<file path="src/rtl/fm_pkg.sv">
// Shared types for the final-adder front end: generate/propagate/alive word,
// skid-buffer state encoding and the bit-0 carry-in merge helper.
package fm_pkg;

  localparam int unsigned GP_WIDTH = 16;

  typedef struct packed {
    logic [GP_WIDTH-1:0] g;
    logic [GP_WIDTH-1:0] p;
    logic [GP_WIDTH-1:0] a;
  } gp_word_t;

  typedef enum logic [1:0] {
    EMPTY = 2'd0,
    ONE   = 2'd1,
    FULL  = 2'd2
  } buf_state_e;

  // Folding cin into bit 0 makes g[0] the true carry out of bit 0.
  function automatic logic carry_gen(input logic xb, input logic yb, input logic cb);
    return (xb & yb) | ((xb | yb) & cb);
  endfunction

endpackage

</file>
<file path="src/rtl/gp_skid_buffer.sv">
// Generic two-entry elastic register (main + skid). Both ready and valid
// come straight from flops; out_ready never reaches in_ready combinationally.
module gp_skid_buffer
  import fm_pkg::*;
#(
  parameter int unsigned W = 48
) (
  input  logic         clk,
  input  logic         rst_n,
  input  logic         in_valid,
  output logic         in_ready,
  input  logic [W-1:0] din,
  output logic         out_valid,
  input  logic         out_ready,
  output logic [W-1:0] dout
);

  buf_state_e  state_r;
  buf_state_e  state_s;
  logic [W-1:0] main_r;
  logic [W-1:0] skid_r;
  logic        in_ready_r;
  logic        out_valid_r;
  logic        xfer_in_s;
  logic        xfer_out_s;
  logic        load_main_s;
  logic        main_from_skid_s;
  logic        load_skid_s;

  assign xfer_in_s  = in_valid & in_ready_r;
  assign xfer_out_s = out_valid_r & out_ready;

  // Next-state and load-enable decode for the EMPTY/ONE/FULL occupancy machine.
  always_comb begin
    state_s          = state_r;
    load_main_s      = 1'b0;
    main_from_skid_s = 1'b0;
    load_skid_s      = 1'b0;
    case (state_r)
      EMPTY: begin
        if (xfer_in_s) begin
          state_s     = ONE;
          load_main_s = 1'b1;
        end else begin
          state_s = EMPTY;
        end
      end
      ONE: begin
        if (xfer_in_s && xfer_out_s) begin
          state_s     = ONE;
          load_main_s = 1'b1;
        end else if (xfer_out_s) begin
          state_s = EMPTY;
        end else if (xfer_in_s) begin
          state_s     = FULL;
          load_skid_s = 1'b1;
        end else begin
          state_s = ONE;
        end
      end
      FULL: begin
        // in_ready is low here, so only a drain can happen.
        if (xfer_out_s) begin
          state_s          = ONE;
          load_main_s      = 1'b1;
          main_from_skid_s = 1'b1;
        end else begin
          state_s = FULL;
        end
      end
      default: begin
        state_s = EMPTY;
      end
    endcase
  end

  // Occupancy state plus registered handshake outputs derived from it.
  always_ff @(posedge clk or negedge rst_n) begin
    if (!rst_n) begin
      state_r     <= EMPTY;
      in_ready_r  <= 1'b1;
      out_valid_r <= 1'b0;
    end else begin
      state_r     <= state_s;
      in_ready_r  <= (state_s != FULL);
      out_valid_r <= (state_s != EMPTY);
    end
  end

  // Payload registers: main drives the outputs, skid catches the overflow word.
  always_ff @(posedge clk or negedge rst_n) begin
    if (!rst_n) begin
      main_r <= {W{1'b0}};
      skid_r <= {W{1'b0}};
    end else begin
      if (load_main_s) begin
        main_r <= main_from_skid_s ? skid_r : din;
      end
      if (load_skid_s) begin
        skid_r <= din;
      end
    end
  end

  assign in_ready  = in_ready_r;
  assign out_valid = out_valid_r;
  assign dout      = main_r;

endmodule

</file>
<file path="src/rtl/gp_precompute.sv">
// Elastic input stage of the final adder: per-bit g/p/a from the carry-save
// rows, registered through a skid buffer. Optional macro: CARRY_IN_EN.
module gp_precompute
  import fm_pkg::*;
#(
  parameter int unsigned WIDTH = 16
) (
  input  logic             clk,
  input  logic             rst_n,
  input  logic             in_valid,
  output logic             in_ready,
  input  logic [WIDTH-1:0] x,
  input  logic [WIDTH-1:0] y,
`ifdef CARRY_IN_EN
  input  logic             cin,
`endif
  output logic             out_valid,
  input  logic             out_ready,
  output logic [WIDTH-1:0] g,
  output logic [WIDTH-1:0] p,
  output logic [WIDTH-1:0] a
`ifdef CARRY_IN_EN
  ,
  output logic             c0
`endif
);

`ifdef CARRY_IN_EN
  localparam int unsigned PW = 3 * WIDTH + 1;
`else
  localparam int unsigned PW = 3 * WIDTH;
`endif

  logic [WIDTH-1:0] g_s;
  logic [WIDTH-1:0] p_s;
  logic [WIDTH-1:0] a_s;
  logic [PW-1:0]    payload_s;
  logic [PW-1:0]    buf_out_s;

  // Bitwise generate/propagate/alive; only bit 0 may see the carry-in.
  always_comb begin
    g_s = x & y;
    p_s = x ^ y;
    a_s = x | y;
`ifdef CARRY_IN_EN
    g_s[0] = carry_gen(x[0], y[0], cin);
`endif
  end

`ifdef CARRY_IN_EN
  assign payload_s = {g_s, p_s, a_s, cin};
`else
  assign payload_s = {g_s, p_s, a_s};
`endif

  gp_skid_buffer #(
    .W(PW)
  ) u_skid (
    .clk      (clk),
    .rst_n    (rst_n),
    .in_valid (in_valid),
    .in_ready (in_ready),
    .din      (payload_s),
    .out_valid(out_valid),
    .out_ready(out_ready),
    .dout     (buf_out_s)
  );

`ifdef CARRY_IN_EN
  assign {g, p, a, c0} = buf_out_s;
`else
  assign {g, p, a} = buf_out_s;
`endif

endmodule

</file>
<file path="config.mk">
export PLATFORM = sky130hd
export DESIGN_NAME = gp_precompute
export DESIGN_NICKNAME = d
export VERILOG_FILES = /design/src/rtl/fm_pkg.sv /design/src/rtl/gp_skid_buffer.sv /design/src/rtl/gp_precompute.sv
export SDC_FILE = /design/constraint.sdc
export NUM_CORES = 1
export LEC_CHECK = 0
export BUFFER_PORTS_ARGS = -buffer_cell sky130_fd_sc_hd__buf_4
export CAP_MARGIN = 20
export CORE_UTILIZATION = 50
export CTS_BUF_LIST = sky130_fd_sc_hd__clkbuf_4
export CTS_CLUSTER_DIAMETER = 120
export CTS_CLUSTER_SIZE = 12
export DETAILED_ROUTE_END_ITERATION = 10
export GPL_TIMING_DRIVEN = 0
export PLACE_DENSITY = 0.72
export SETUP_SLACK_MARGIN = 0.05
export SLEW_MARGIN = 20
export SYNTH_ARGS = -nofsm -noshare
export SYNTH_HDL_FRONTEND = slang
export SYNTH_SLANG_ARGS = --single-unit
export TNS_END_PERCENT = 20
</file>
<file path="constraint.sdc">
create_clock -name clk -period 3 [get_ports clk]
set_input_delay 0.45 -clock clk [delete_from_list [all_inputs] [get_ports clk]]
set_output_delay 0.45 -clock clk [all_outputs]
set_load 0.01 [all_outputs]
</file>
==> flow_summary.json <==
{
  "power.leakage_nw": 2.98,
  "dpl.hpwl_um": 8580,
  "yosysSeqAreaShare": 0.507,
  "grt_setup_unrepaired": "false",
  "fmax_mhz": 435,
  "wirelength_um": 12300,
  "gp_congestion": 0.826,
  "crit_chain": "and2_1 -> ha_1 -> and3b_1 -> clkbuf_1 -> buf_2 -> o21ai_0 -> o211ai_2",
  "critPathCaptureType": "flop",
  "grtUsageTotal": 0.261,
  "cts-root-buf": "clkbuf_4",
  "min_path_type": "in -> async",
  "slowest_stage": "dfstp_2",
  "wl_per_cell_um": 17.5,
  "setup_viol": 0,
  "synth_nets": 542,
  "fin_crit_ps": 2300,
  "crit_type": "reg -> reg",
  "period_share": 0.766,
  "hold_viol_final": 0,
  "hold_buffers": 0,
  "die_area_sq_um": 10300,
  "status": "completed",
  "rr_worst_depth": 7,
  "r2r_end": "u_skid.dout[43]$_DFFE_PN0P_",
  "ys_async_sr_fraction": 1.00,
  "grt_max_degree": 101,
  "antenna_found_initial": 0,
  "cp.required_ps": 3370,
  "cts.reportedPaths.clkPinSlew_ps": 150,
  "drtIter0Drc": 165,
  "r2r_slack_ps": 700,
  "cts_sinks": 100,
  "synth_cells": 472,
  "synth_area_per_cell_sq_um": 10.5,
  "yosys-top-cells-count": "nand2_1 (114), dfrtp_1 (99), o21ai_0 (49), ha_1 (34), inv_1 (33)",
  "die_height_um": 101,
  "syn-cell-area_sq_um": 4940,
  "port_buffers": 85,
  "num_rows": 35,
  "io_pins": 86,
  "max-cap-violations": 0,
  "via_per_inst": 5.50,
  "slew_headroom": 0.394,
  "vias": 3858,
  "setup-tns-final_ps": 0,
  "ys_types": 26,
  "cts_setup_buffers": 0,
  "slew_violations": 0,
  "start_kind": "flop",
  "num-fill-cells": 793,
  "drc": 0,
  "nNetsFinal": 638,
  "finish.utilization": 0.631,
  "critPathMaxFanout": 10,
  "yosysTopAreaCellShare": 0.501,
  "drtPass1Iterations": 4,
  "post_cts_resized": 0,
  "power.density_nw_per_um2": 972,
  "worst_slew_pin_slew_ps": 909,
  "core_area_sq_um": 9420,
  "ys.flop_type": "dfrtp_1",
  "ir_worst_vdd_mv": 0.446,
  "grt_pass1_wl_um": 20000,
  "clock_skew_ps": 13.3,
  "syn_to_final_growth_pct": 20.2,
  "cts-htree-levels": 3,
  "cp.arrival_ps": 2670,
  "yosysMostFrequentCell": "nand2_1",
  "yosysTopAreaCell": "dfrtp_1",
  "grt_overflow": 0,
  "yosys-top-cells-area": "dfrtp_1 (50%), nand2_1 (8.7%), ha_1 (8.6%)",
  "n_antenna_cell": 0,
  "cts_buffers": 9,
  "antenna_left": 0,
  "synth_edf_count": 0,
  "reg2reg_from": "u_skid.in_ready$_DFF_PN1_",
  "clk_latency_ps": 450,
  "die-width_um": 101,
  "layout-drive-gt1-share": 0.295,
  "grt_pass1_vias": 3800,
  "ys_ff_latch": 100,
  "synth_warnings": 0,
  "crit_path_max_incr_delay_ps": 580,
  "cts_max_path_buffers": 2,
  "initial_core_util": 0.525,
  "cts_tree": "done"
}
==> flip-flops by register name, summed over array words and instances (netlist names) <==
name and flops:
u_skid.dout 48, u_skid.state_r 2, u_skid.in_ready 1, u_skid.out_valid 1, u_skid.skid_r 48
==> critical path, delay by kind of cell, from the launching register on <==
family          cells  cell delay, ps
buf+inv             2             850
flops               1             580
simple gates        2             410
compound gates      2             210
fa+ha+maj           1             170
==> placed cells by master (no fill, tap or decap), drive strengths merged <==
cell type	instances
or2	1
and3b	1
nand3b	2
clkinv	2
ha	34
o211ai	48
and2	1
inv	33
mux2i	1
clkbuf	24
nor3	1
and4bb	1
o21ai	49
nand4b	1
dfrtp	99
o21a	1
dfstp	1
o21bai	17
and4b	1
mux2	32
nand2	114
buf	103
a21oi	1
bufinv	4
==> worst max-delay path by stage <==
stage               cells past startpoint                      start  slack [ps]                             to
CTS                                     7  u_skid.in_ready$_DFF_PN1_         760    u_skid.dout[43]$_DFFE_PN0P_
finish                                  7  u_skid.in_ready$_DFF_PN1_         700    u_skid.dout[43]$_DFFE_PN0P_
global route                            7  u_skid.in_ready$_DFF_PN1_         580    u_skid.dout[43]$_DFFE_PN0P_
detailed placement                      7                   in_valid         760  u_skid.skid_r[19]$_DFFE_PN0P_
global placement                        7                   in_valid         780  u_skid.skid_r[45]$_DFFE_PN0P_
floorplan                               6                   in_valid        1200  u_skid.skid_r[16]$_DFFE_PN0P_
==> layer usage <==
| metal | vias to the layer above | global-route usage | share of wire |
|---|---|---|---|
| met5 | - | 0 | 0 |
| met4 | 0 | 0.105 | 0.021 |
| met3 | 22 | 0.0276 | 0.051 |
| met2 | 127 | 0.410 | 0.48 |
| met1 | 1919 | 0.374 | 0.45 |
| li1 | 1790 | - | - |
==> layout make-up <==
type / instances / area, sq um / share of cell area
multi-input cells: 306 / 2150 / 0.361
well taps: 129 / 161 / 0.0272
clock inverters: 6 / 128 / 0.0215
inverters: 33 / 124 / 0.0209
repair buffers: 85 / 642 / 0.108
plain buffers: 33 / 169 / 0.0284
clock buffers: 9 / 67.6 / 0.0114
flip-flops and latches: 100 / 2500 / 0.421
==> power by group <==
group / internal [mW] / total [mW] / switching, mW
registers: 2.01 / 2.39 / 0.378
logic: 1.20 / 2.45 / 1.25
clock network: 0.497 / 0.941 / 0.445
==> metrics by stage <==
stage	power [mW]	instances	instance area [sq um]	hold WS [ps]	worst slack, ps
finish	5.77	701	5940	85.1	701
floorplan	3.83	472	4940	154	1200
global route	6.17	701	5940	161	584
detailed placement	4.86	686	5750	471	764
CTS	5.80	701	5940	126	764
global placement	4.78	686	5740	462	780
==> cell families after synthesis <==
family | count (synthesis) | synth area share
mux | 33 | 0.0749
fa+ha+maj | 34 | 0.0861
simple gates | 123 | 0.102
buf+inv | 66 | 0.0592
flops | 100 | 0.507
compound gates | 116 | 0.171
Power figures use the tool's default switching activity.
